[config.mk]
export PLATFORM = sky130hd
export DESIGN_NAME = pe_clk_gate_ctrl_flat
export DESIGN_NICKNAME = d
export VERILOG_FILES = /design/src/rtl/pe_clk_gate_ctrl_if.sv /design/src/rtl/pe_clk_gate_ctrl.sv /design/src/flat_wrapper.sv
export SDC_FILE = /design/constraint.sdc
export NUM_CORES = 1
export LEC_CHECK = 0
export CAP_MARGIN = 20
export CORE_MARGIN = 2
export CORE_UTILIZATION = 59
export DETAILED_ROUTE_END_ITERATION = 8
export GPL_TIMING_DRIVEN = 0
export PLACE_DENSITY_LB_ADDON = 0.1
export SYNTH_ARGS = -nofsm -noshare
export SYNTH_HDL_FRONTEND = slang
export SYNTH_SLANG_ARGS = --single-unit
[constraint.sdc]
create_clock -name clk -period 3 [get_ports clk]
set_input_delay 0.6 -clock clk [delete_from_list [all_inputs] [get_ports clk]]
set_output_delay 0.6 -clock clk [all_outputs]
set_load 0.01 [all_outputs]
[src/rtl/pe_clk_gate_ctrl_if.sv]
// Activity, wake and status signals between a PE's upstream logic and its clock-gate controller.
// The master drives PE activity and config; the slave (controller) returns gate enable and status.
interface pe_clk_gate_ctrl_if #(
  parameter int STAT_W = 16
);
  logic              pe_busy;
  logic              wake_req;
  logic              gate_allow;
  logic              clk_en;
  logic              pe_ready;
  logic              gated;
  logic [STAT_W-1:0] gated_cycles;

  modport master (
    output pe_busy, wake_req, gate_allow,
    input  clk_en, pe_ready, gated, gated_cycles
  );

  modport slave (
    input  pe_busy, wake_req, gate_allow,
    output clk_en, pe_ready, gated, gated_cycles
  );
endinterface

[src/rtl/pe_clk_gate_ctrl.sv]
// Clock-gate enable controller for one PE: gates after a run of idle cycles, restores on wake
// and holds pe_ready low for a settle window. Runs on the free-running clock.
module pe_clk_gate_ctrl #(
  parameter int IDLE_CYCLES = 16,
  parameter int WAKE_CYCLES = 2,
  parameter int CNT_W       = 8,
  parameter int STAT_W      = 16
) (
  input logic               clk,
  input logic               reset,
  pe_clk_gate_ctrl_if.slave bus
);

  typedef enum logic [1:0] {
    ST_ACTIVE   = 2'd0,
    ST_IDLE_CNT = 2'd1,
    ST_GATED    = 2'd2,
    ST_WAKE     = 2'd3
  } state_t;

  localparam logic [CNT_W-1:0] IDLE_LAST = CNT_W'(IDLE_CYCLES);
  localparam logic [CNT_W-1:0] WAKE_LAST = (WAKE_CYCLES > 0) ? CNT_W'(WAKE_CYCLES - 1) : CNT_W'(0);

  state_t            r_state, w_state_next;
  logic [CNT_W-1:0]  r_idle_cnt, w_idle_cnt_next;
  logic [CNT_W-1:0]  r_wake_cnt, w_wake_cnt_next;
  logic [STAT_W-1:0] r_gated_cycles, w_gated_cycles_next;
  logic              r_clk_en, r_pe_ready, r_gated;
  logic              w_clk_en_next, w_pe_ready_next, w_gated_next;
  logic              w_idle;

  assign w_idle = !bus.pe_busy && !bus.wake_req && bus.gate_allow;

  always_ff @(posedge clk or posedge reset) begin
    if (reset) begin
      r_state        <= ST_ACTIVE;
      r_idle_cnt     <= '0;
      r_wake_cnt     <= '0;
      r_gated_cycles <= '0;
      r_clk_en       <= 1'b1;
      r_pe_ready     <= 1'b1;
      r_gated        <= 1'b0;
    end else begin
      r_state        <= w_state_next;
      r_idle_cnt     <= w_idle_cnt_next;
      r_wake_cnt     <= w_wake_cnt_next;
      r_gated_cycles <= w_gated_cycles_next;
      r_clk_en       <= w_clk_en_next;
      r_pe_ready     <= w_pe_ready_next;
      r_gated        <= w_gated_next;
    end
  end

  // Any non-idle condition (including a wake on the terminal idle cycle) keeps the clock on.
  always_comb begin
    w_state_next    = r_state;
    w_idle_cnt_next = r_idle_cnt;
    w_wake_cnt_next = r_wake_cnt;
    case (r_state)
      ST_ACTIVE: begin
        w_idle_cnt_next = '0;
        if (w_idle) begin
          if (IDLE_CYCLES == 1) begin
            w_state_next = ST_GATED;
          end else begin
            w_state_next    = ST_IDLE_CNT;
            w_idle_cnt_next = CNT_W'(1);
          end
        end
      end
      ST_IDLE_CNT: begin
        if (!w_idle) begin
          w_state_next    = ST_ACTIVE;
          w_idle_cnt_next = '0;
        end else if (r_idle_cnt == IDLE_LAST) begin
          w_state_next    = ST_GATED;
          w_idle_cnt_next = '0;
        end else begin
          w_idle_cnt_next = r_idle_cnt + CNT_W'(1);
        end
      end
      ST_GATED: begin
        if (!w_idle) begin
          w_wake_cnt_next = '0;
          w_state_next    = (WAKE_CYCLES == 0) ? ST_ACTIVE : ST_WAKE;
        end
      end
      ST_WAKE: begin
        w_wake_cnt_next = r_wake_cnt + CNT_W'(1);
        if (r_wake_cnt == WAKE_LAST) begin
          w_state_next    = ST_ACTIVE;
          w_wake_cnt_next = '0;
        end
      end
      default: begin
        w_state_next    = ST_ACTIVE;
        w_idle_cnt_next = '0;
        w_wake_cnt_next = '0;
      end
    endcase
  end

  // Outputs are decoded from the next state so they register together with it.
  always_comb begin
    w_clk_en_next       = (w_state_next != ST_GATED);
    w_pe_ready_next     = (w_state_next == ST_ACTIVE) || (w_state_next == ST_IDLE_CNT);
    w_gated_next        = (w_state_next == ST_GATED);
    w_gated_cycles_next = r_gated_cycles;
    if (r_state == ST_GATED && r_gated_cycles != {STAT_W{1'b1}}) begin
      w_gated_cycles_next = r_gated_cycles + STAT_W'(1);
    end
  end

  assign bus.clk_en       = r_clk_en;
  assign bus.pe_ready     = r_pe_ready;
  assign bus.gated        = r_gated;
  assign bus.gated_cycles = r_gated_cycles;

endmodule

[src/flat_wrapper.sv]
// flat-port wrapper written by rule: the top's interface ports become plain ports
module pe_clk_gate_ctrl_flat 
#(
  parameter int IDLE_CYCLES = 16,
  parameter int WAKE_CYCLES = 2,
  parameter int CNT_W       = 8,
  parameter int STAT_W      = 16
)
  (clk, reset, bus_pe_busy, bus_wake_req, bus_gate_allow, bus_clk_en, bus_pe_ready, bus_gated, bus_gated_cycles);
  pe_clk_gate_ctrl_if #(.STAT_W(STAT_W)) bus_i ();
  input logic clk;
  input logic reset;
  input wire logic [$bits(bus_i.pe_busy)-1:0] bus_pe_busy;
  input wire logic [$bits(bus_i.wake_req)-1:0] bus_wake_req;
  input wire logic [$bits(bus_i.gate_allow)-1:0] bus_gate_allow;
  output wire logic [$bits(bus_i.clk_en)-1:0] bus_clk_en;
  output wire logic [$bits(bus_i.pe_ready)-1:0] bus_pe_ready;
  output wire logic [$bits(bus_i.gated)-1:0] bus_gated;
  output wire logic [$bits(bus_i.gated_cycles)-1:0] bus_gated_cycles;
  assign bus_i.pe_busy = bus_pe_busy;
  assign bus_i.wake_req = bus_wake_req;
  assign bus_i.gate_allow = bus_gate_allow;
  assign bus_clk_en = bus_i.clk_en;
  assign bus_pe_ready = bus_i.pe_ready;
  assign bus_gated = bus_i.gated;
  assign bus_gated_cycles = bus_i.gated_cycles;
  pe_clk_gate_ctrl #(.IDLE_CYCLES(IDLE_CYCLES), .WAKE_CYCLES(WAKE_CYCLES), .CNT_W(CNT_W), .STAT_W(STAT_W)) u_core (.clk(clk), .reset(reset), .bus(bus_i));
endmodule
==> impl_results.html, run 1 <==
<table>
<tr><th>Metric</th><th>Value</th></tr>
<tr><th colspan="2">Yosys</th></tr>
<tr><td>Sequential-to-total area share from yosys stat</td><td>46.12%</td></tr>
<tr><td>Proportion of register bits with asynchronous set or reset after synthesis</td><td>100.0%</td></tr>
<tr><td>Avg Inst Size Synth</td><td>10.27 µm²</td></tr>
<tr><td>Flip-flop and latch count after synthesis</td><td>37</td></tr>
<tr><td>Most used flip-flop cell after synthesis</td><td>sky130_fd_sc_hd__dfrtp_1</td></tr>
<tr><td>Synthesized cell area</td><td>2013 µm²</td></tr>
<tr><td>Number of different library cells in the post-synthesis netlist</td><td>49</td></tr>
<tr><td>Gate count of the mapped netlist</td><td>196</td></tr>
<tr><td>Number of nets in the synthesized netlist</td><td>206</td></tr>
<tr><td>EDFF count, synth</td><td>0</td></tr>
<tr><td>Synthesis Warnings</td><td>0</td></tr>
<tr><th colspan="2">Detailed routing</th></tr>
<tr><td>Total detailed-routing wirelength</td><td>4014 µm</td></tr>
<tr><td>DR vias/cell</td><td>5.861</td></tr>
<tr><td>DRT antenna net count</td><td>0</td></tr>
<tr><td>Via count</td><td>1606</td></tr>
<tr><td>Final routed DRC violation total</td><td>0</td></tr>
<tr><td>Per-cell routed wire length</td><td>14.65 µm</td></tr>
<tr><td>First-pass detailed-route iteration total</td><td>4</td></tr>
<tr><td>Violation count after the first detailed-routing iteration</td><td>92</td></tr>
<tr><th colspan="2">Pwr</th></tr>
<tr><td>Maximum vdd drop</td><td>0.1908 mV</td></tr>
<tr><td>Total power density per cell area</td><td>346.3 nW/µm²</td></tr>
<tr><td>Total Power</td><td>0.0008266 W</td></tr>
<tr><td>Lkg Pwr</td><td>1.103 nW</td></tr>
<tr><th colspan="2">Clocking</th></tr>
<tr><td>Buffer type at the clock tree root</td><td>sky130_fd_sc_hd__clkbuf_4</td></tr>
<tr><td>CTS Buf Count</td><td>5</td></tr>
<tr><td>H-Tree Level Count</td><td>2</td></tr>
<tr><td>Clk slew on worst S/H paths</td><td>0.10 ns</td></tr>
<tr><td>Post-CTS setup-driven buffer insertion count</td><td>0</td></tr>
<tr><td>Insertion delay of the later-clocked pin in the worst-skew pair</td><td>0.34 ns</td></tr>
<tr><td>Post-CTS Resized</td><td>0</td></tr>
<tr><td>Hold Buf Count CTS</td><td>0</td></tr>
<tr><td>Clock Path Buffers</td><td>2</td></tr>
<tr><td>CTS sink count</td><td>37</td></tr>
<tr><td>TritonCTS clock tree</td><td>built</td></tr>
<tr><th colspan="2">Finish</th></tr>
<tr><td>Antenna diode instance count</td><td>0</td></tr>
<tr><td>Net count reported at finish</td><td>237</td></tr>
<tr><td>Share of layout cells above drive strength 1</td><td>10.53%</td></tr>
<tr><td>Number of fill cells</td><td>268</td></tr>
<tr><td>Filler-free cell count of the finished design</td><td>274</td></tr>
<tr><td>Layout overhead on the synthesized area</td><td>18.58%</td></tr>
<tr><th colspan="2">STA</th></tr>
<tr><td>Total Negative Setup Slacks</td><td>0 ns</td></tr>
<tr><td>RSZ-0062 raised after global routing</td><td>false</td></tr>
<tr><td>Final Hold Violating Endpoints</td><td>0</td></tr>
<tr><td>Slew Limit Headroom</td><td>48.09%</td></tr>
<tr><td>Period utilisation layout</td><td>71.64%</td></tr>
<tr><td>Transition time at the pin with the least slew margin</td><td>0.7778 ns</td></tr>
<tr><td>Final Max Slew Viols</td><td>0</td></tr>
<tr><td>Tmin final</td><td>2.149 ns</td></tr>
<tr><td>Setup Skew</td><td>0.01284 ns</td></tr>
<tr><td>Setup-failing EPs final</td><td>0</td></tr>
<tr><td>Peak Freq</td><td>465.3 MHz</td></tr>
<tr><th colspan="2">Worst setup path</th></tr>
<tr><td>CP Buf/Inv Count</td><td>1</td></tr>
<tr><td>Cell chain of the critical path</td><td>clkdlybuf4s50_1, or3b_4, a311oi_4, nand2b_4, o311ai_2</td></tr>
<tr><td>Worst Setup Path Type</td><td>in2reg</td></tr>
<tr><td>Arr. time, crit path</td><td>2.39 ns</td></tr>
<tr><td>Critical-path maximum fanout</td><td>8</td></tr>
<tr><td>Data required time of the critical path</td><td>3.24 ns</td></tr>
<tr><td>Delay of the slowest cell on the worst path</td><td>0.50 ns</td></tr>
<tr><td>Element type at the critical path end</td><td>flip-flop</td></tr>
<tr><td>Max stage delay cell, worst path</td><td>sky130_fd_sc_hd__a311oi_4</td></tr>
<tr><td>Family with the most delay on the worst path</td><td>compound AO/OA/AOI/OAI gates</td></tr>
<tr><td>Critical Path Start Type</td><td>primary input</td></tr>
<tr><th colspan="2">Placement</th></tr>
<tr><td>Post-detail-place hpwl</td><td>2980 µm</td></tr>
<tr><td>Count of placed standard cells including taps</td><td>266</td></tr>
<tr><td>Count of input and output buffers</td><td>23</td></tr>
<tr><td>RD Place Congestion</td><td>0.8562</td></tr>
<tr><th colspan="2">GRT</th></tr>
<tr><td>Overflow left after global routing</td><td>0</td></tr>
<tr><td>Wire length of the first global-routing pass</td><td>6969 µm</td></tr>
<tr><td>Via count of the first global-routing pass</td><td>1559</td></tr>
<tr><td>Number of antenna violations at the first check in global routing</td><td>0</td></tr>
<tr><td>Total Routing Usage GR</td><td>22.57%</td></tr>
<tr><td>Pin count of the biggest net entering global routing</td><td>21</td></tr>
<tr><th colspan="2">Floorplanning</th></tr>
<tr><td>Number of top-level pins</td><td>24</td></tr>
<tr><td>Die Span Y</td><td>62.42 µm</td></tr>
<tr><td>Total number of placement rows</td><td>21</td></tr>
<tr><td>Initial Util</td><td>60.81%</td></tr>
<tr><td>Area enclosed by the die boundary</td><td>3896 µm²</td></tr>
<tr><td>Core ar.</td><td>3311 µm²</td></tr>
<tr><td>Chip Width</td><td>62.42 µm</td></tr>
<tr><th colspan="2">Run</th></tr>
<tr><td>Max-capacitance violation count</td><td>0</td></tr>
<tr><th colspan="2">Outcome</th></tr>
<tr><td>Outcome</td><td>complete, no violations</td></tr>
<tr><th colspan="2">Hold path</th></tr>
<tr><td>Worst hold-check path type</td><td>reg2reg</td></tr>
</table>
==> layout make-up <==
cell class	count	area (µm²)	area share, %
inverter	8	30.03	1.258
buffer	4	32.53	1.363
sequential	37	928.4	38.89
clock buffer	8	58.81	2.463
multi-input combinational	147	1022	42.82
tap	46	57.56	2.411
timing repair buffer	24	257.7	10.80
==> per-stage QoR <==
| step | cell area [µm²] | hold WS [ns] | util, % | worst slack (ns) |
|---|---|---|---|---|
| global route | 2387 | 0.5571 | 72.11 | 0.7643 |
| CTS | 2387 | 0.5352 | 72.11 | 0.8530 |
| global placement | 2301 | 0.4921 | 69.50 | 0.5463 |
| detailed placement | 2328 | 0.5214 | 70.33 | 0.4889 |
| floorplan | 2013 | 0.4891 | - | 1.136 |
| finish | 2387 | 0.5347 | 72.11 | 0.8509 |
==> sequential cells by signal, indices dropped and copies added, names as in the netlist <==
register	flops
u_core.bus.pe_ready	1
u_core.bus.clk_en	1
u_core.bus.gated_cycles	16
u_core.r_state	2
u_core.r_wake_cnt	8
u_core.r_idle_cnt	8
u_core.bus.gated	1
==> cells by family (layout without fill, tap and decap cells) <==
family | Yosys count | after routing | synth area share [%]
adders and majority gates | 5 | 5 | 3.108
buffers and inverters | 12 | 44 | 3.107
and+or+nand+nor | 95 | 95 | 27.47
xor gates and xnor gates | 19 | 19 | 8.266
DFF | 37 | 37 | 46.12
muxes | 4 | 4 | 2.175
AOI/OAI and AO/OA | 24 | 24 | 9.758
==> final timing paths <==
check | from | to | slack [ns] | depth (start not counted)
worst max-delay path | bus_gate_allow | u_core.r_idle_cnt[7]$_DFFE_PP0P_ | 0.85 | 5
worst min-delay path | u_core.bus.gated_cycles[3]$_DFFE_PP0P_ | u_core.bus.gated_cycles[3]$_DFFE_PP0P_ | 0.53 | 1
worst max register to register | u_core.bus.gated_cycles[0]$_DFFE_PP0P_ | u_core.bus.gated_cycles[1]$_DFFE_PP0P_ | 1.03 | 5
worst min register to register | u_core.bus.gated_cycles[3]$_DFFE_PP0P_ | u_core.bus.gated_cycles[3]$_DFFE_PP0P_ | 0.53 | 1
max in group asynchronous | reset | u_core.bus.clk_en$_DFF_PP1_ | 1.65 | 3
min in group asynchronous | reset | u_core.r_wake_cnt[5]$_DFFE_PP0P_ | 0.70 | 2
==> metal layers <==
layer / up-vias / GRT usage [%] / wire (µm)
met2: 38 / 37.23 / 2041
met4: 0 / 10.56 / 78
li1: 780 / - / -
met1: 781 / 28.93 / 1747
met3: 7 / 4.144 / 148
met5: - / 0 / 0
==> layout by cell type, fill, tap and decap left out, drive strengths merged, types with 3 or more instances in the layout <==
master,n
nor4,7
clkbuf,9
o21ai,5
nor2,13
clkdlybuf4s50,23
ha,5
buf,3
nor3,9
xor2,17
nand2,21
mux2,3
inv,8
nand3,13
a21oi,5
dfrtp,35
and4,4
nand4,10
and3,4
==> synthesized netlist by cell type (all sizes together), types with 3 or more instances <==
cell   instances  area share, %
inv            8            1.5
a21oi          5            1.2
nand2         21            3.9
ha             5            3.1
dfrtp         35             44
o21ai          5            1.2
and4           4            1.7
nand4         10            3.1
nor3           9            2.2
mux2           3            1.7
xor2          17            7.4
nor2          13            2.4
and3           4            1.2
nand3         13            3.5
nor4           7            2.9
==> report_power, final <==
| group | leakage, nW | internal (W) | switching, W |
|---|---|---|---|
| clock | 0.0326 | 0.000116 | 0.000163 |
| sequential | 0.509 | 0.000502 | 0.00000535 |
| combinational | 0.561 | 0.0000179 | 0.0000220 |
Note: power is estimated with default switching activity, not from simulation.
==> inputs of run 2 (changes only) <==
CORE_UTILIZATION = 50   (was 59)
clock period = 1.9 ns   (was 3 ns; I/O delays follow)
==> impl_results.html, run 2 (same netlist as run 1, synthesis figures left out) <==
<table>
<tr><th>Metric</th><th>Value</th></tr>
<tr><th colspan="2">Outcome</th></tr>
<tr><td>Outcome</td><td>complete, no violations</td></tr>
<tr><th colspan="2">GRT</th></tr>
<tr><td>Wire length of the first global-routing pass</td><td>7189 µm (+3.2%)</td></tr>
<tr><td>Via count of the first global-routing pass</td><td>1580 (+1.3%)</td></tr>
<tr><td>Number of antenna violations at the first check in global routing</td><td>0 (unchanged)</td></tr>
<tr><td>Pin count of the biggest net entering global routing</td><td>21 (unchanged)</td></tr>
<tr><td>Total Routing Usage GR</td><td>21.33% (-1.2 points)</td></tr>
<tr><td>Overflow left after global routing</td><td>0 (unchanged)</td></tr>
<tr><th colspan="2">Worst setup path</th></tr>
<tr><td>Delay of the slowest cell on the worst path</td><td>0.49 ns (about the same)</td></tr>
<tr><td>Critical-path maximum fanout</td><td>7 (-1)</td></tr>
<tr><td>Data required time of the critical path</td><td>2.09 ns (-1.15 ns)</td></tr>
<tr><td>Critical Path Start Type</td><td>primary input</td></tr>
<tr><td>Max stage delay cell, worst path</td><td>sky130_fd_sc_hd__clkdlybuf4s50_1</td></tr>
<tr><td>Worst Setup Path Type</td><td>in2reg</td></tr>
<tr><td>Arr. time, crit path</td><td>2.01 ns (-0.38 ns)</td></tr>
<tr><td>Cell chain of the critical path</td><td>clkdlybuf4s50_1, or3b_4, a311oi_4, buf_6, nand2b_4, o311ai_2</td></tr>
<tr><td>Element type at the critical path end</td><td>flip-flop</td></tr>
<tr><th colspan="2">Clocking</th></tr>
<tr><td>CTS Buf Count</td><td>5 (unchanged)</td></tr>
<tr><td>Hold Buf Count CTS</td><td>0 (unchanged)</td></tr>
<tr><td>H-Tree Level Count</td><td>2 (unchanged)</td></tr>
<tr><td>Buffer type at the clock tree root</td><td>sky130_fd_sc_hd__clkbuf_8</td></tr>
<tr><td>TritonCTS clock tree</td><td>built</td></tr>
<tr><td>Insertion delay of the later-clocked pin in the worst-skew pair</td><td>0.29 ns (-0.05 ns)</td></tr>
<tr><td>Clock Path Buffers</td><td>2 (unchanged)</td></tr>
<tr><td>Clk slew on worst S/H paths</td><td>0.07 ns (-0.03 ns)</td></tr>
<tr><td>CTS sink count</td><td>37 (unchanged)</td></tr>
<tr><th colspan="2">Detailed routing</th></tr>
<tr><td>Via count</td><td>1623 (+1.1%)</td></tr>
<tr><td>Violation count after the first detailed-routing iteration</td><td>91 (-1.1%)</td></tr>
<tr><td>Total detailed-routing wirelength</td><td>4253 µm (+6.0%)</td></tr>
<tr><td>DRT antenna net count</td><td>0 (unchanged)</td></tr>
<tr><td>Final routed DRC violation total</td><td>0 (unchanged)</td></tr>
<tr><td>Metal3 WL</td><td>148 µm (unchanged)</td></tr>
<tr><td>Sum of met2 wire segment lengths after detailed routing</td><td>2026 µm (-0.73%)</td></tr>
<tr><td>DR vias/cell</td><td>5.755 (-1.8%)</td></tr>
<tr><td>Top routing layer used</td><td>met4</td></tr>
<tr><td>First-pass detailed-route iteration total</td><td>4 (unchanged)</td></tr>
<tr><td>Detailed-routing wirelength on met1</td><td>2019 µm (+16%)</td></tr>
<tr><td>Per-cell routed wire length</td><td>15.08 µm (+2.9%)</td></tr>
<tr><th colspan="2">Pwr</th></tr>
<tr><td>Maximum vdd drop</td><td>0.3721 mV (+95%)</td></tr>
<tr><td>Lkg Pwr</td><td>1.127 nW (+2.2%)</td></tr>
<tr><td>Total power density per cell area</td><td>569.2 nW/µm² (+64%)</td></tr>
<tr><th colspan="2">STA</th></tr>
<tr><td>Setup Skew</td><td>0.008042 ns (-0.004803 ns)</td></tr>
<tr><td>Final Hold Slack</td><td>0.5246 ns (-0.01015 ns)</td></tr>
<tr><td>Period utilisation layout</td><td>95.62%</td></tr>
<tr><td>Final Hold Violating Endpoints</td><td>0 (unchanged)</td></tr>
<tr><td>Peak Freq</td><td>550.4 MHz</td></tr>
<tr><td>RSZ-0062 raised after global routing</td><td>false</td></tr>
<tr><td>Setup-failing EPs final</td><td>0 (unchanged)</td></tr>
<tr><td>Final Max Slew Viols</td><td>0 (unchanged)</td></tr>
<tr><td>Tmin final</td><td>1.817 ns</td></tr>
<tr><td>Slew Limit Headroom</td><td>46.47% (-1.6 points)</td></tr>
<tr><td>Transition time at the pin with the least slew margin</td><td>0.8021 ns (+0.02433 ns)</td></tr>
<tr><th colspan="2">Finish</th></tr>
<tr><td>Max FFs per register</td><td>16 (unchanged)</td></tr>
<tr><td>Share of layout cells above drive strength 1</td><td>12.50% (+2.0 points)</td></tr>
<tr><td>Net count reported at finish</td><td>241 (+1.7%)</td></tr>
<tr><td>Summed area of non-filler cells in the final layout</td><td>2461 µm² (+3.1%)</td></tr>
<tr><td>Layout overhead on the synthesized area</td><td>22.25%</td></tr>
<tr><td>End-of-flow core utilization</td><td>62.42% (-9.7 points)</td></tr>
<tr><td>Top library cells by usage in the layout, fill and taps aside</td><td>35 x sky130_fd_sc_hd__dfrtp_1, 23 x sky130_fd_sc_hd__clkdlybuf4s50_1, 21 x sky130_fd_sc_hd__nand2_1</td></tr>
<tr><td>Antenna diode instance count</td><td>0 (unchanged)</td></tr>
<tr><td>Commonest non-fill, non-tap cell in the layout</td><td>sky130_fd_sc_hd__dfrtp_1</td></tr>
<tr><th colspan="2">Placement</th></tr>
<tr><td>Area post-placement</td><td>2333 µm² (+0.22%)</td></tr>
<tr><td>Count of input and output buffers</td><td>23 (unchanged)</td></tr>
<tr><td>Post-detail-place hpwl</td><td>3030 µm (+1.7%)</td></tr>
<tr><td>RD Place Congestion</td><td>0.8742 (+2.1%)</td></tr>
<tr><th colspan="2">Floorplanning</th></tr>
<tr><td>Area enclosed by the die boundary</td><td>4550 µm² (+17%)</td></tr>
<tr><td>Chip Width</td><td>67.46 µm (+8.1%)</td></tr>
<tr><td>Number of top-level pins</td><td>24 (unchanged)</td></tr>
<tr><td>Core ar.</td><td>3943 µm² (+19%)</td></tr>
<tr><td>Initial Util</td><td>51.06% (-9.7 points)</td></tr>
<tr><td>Total number of placement rows</td><td>23 (+9.5%)</td></tr>
<tr><td>Die Span Y</td><td>67.46 µm (+8.1%)</td></tr>
<tr><th colspan="2">Hold path</th></tr>
<tr><td>Worst hold-check path type</td><td>reg2reg</td></tr>
<tr><th colspan="2">Run</th></tr>
<tr><td>Max-capacitance violation count</td><td>0 (unchanged)</td></tr>
</table>
[run 2: worst max-delay path, delay by kind of cell]
| kind | cells | cell delay (ns) |
|---|---|---|
| AOI/OAI and AO/OA | 2 | 0.47 |
| and+or+nand+nor | 2 | 0.50 |
| buffers and inverters | 2 | 0.66 |
[run 2: timing repair]
action	in CTS	in global routing
pin swaps	2	2
setup buffers	2	2
setup endpoints to repair	3	5
resized for setup	0	4
[run 2: worst paths after layout]
check	end	start	slack (ns)	depth (start not counted)
max	u_core.r_idle_cnt[7]$_DFFE_PP0P_	bus_gate_allow	0.08	6
min in group asynchronous	u_core.r_wake_cnt[4]$_DFFE_PP0P_	reset	0.56	2
min reg2reg	u_core.bus.gated_cycles[7]$_DFFE_PP0P_	u_core.bus.gated_cycles[7]$_DFFE_PP0P_	0.52	1
min	u_core.bus.gated_cycles[7]$_DFFE_PP0P_	u_core.bus.gated_cycles[7]$_DFFE_PP0P_	0.52	1
max reg2reg	u_core.bus.gated_cycles[1]$_DFFE_PP0P_	u_core.bus.gated_cycles[0]$_DFFE_PP0P_	0.10	5
max in group asynchronous	u_core.bus.clk_en$_DFF_PP1_	reset	0.69	3
[run 2: cell type report]
cell class	instances	area, µm²
buffer	4	32.53
fill	316	1481
tap	50	62.56
sequential	37	928.4
multi-input combinational	147	1036
timing repair buffer	28	291.5
inverter	8	30.03
clock buffer	8	80.08
[run 2: per-layer routing]
| layer | vias to the layer above | GRT usage (%) |
|---|---|---|
| met3 | 7 | 5.833 |
| met2 | 33 | 33.66 |
| met1 | 796 | 28.18 |
| li1 | 787 | - |
| met5 | - | 0 |
| met4 | 0 | 7.653 |
[run 2: report_power, final]
group / internal [W] / switching, W
clock network: 0.000261 / 0.000273
logic: 0.0000293 / 0.0000358
registers: 0.000793 / 0.00000897
[run 2: metrics by stage]
step           setup TNS [ns]  total power, W  std cells  setup WS [ns]
2_1_floorplan               0       0.0008502        196         0.1136
5_1_grt                     0        0.001459        282        0.01061
6_report                    0        0.001401        282        0.08328
4_1_cts                     0        0.001416        280        0.03192
3_3_place_gp           -6.275       0.0008721        269        -0.3621
3_5_place_dp           -3.054       0.0008819        270        -0.4117
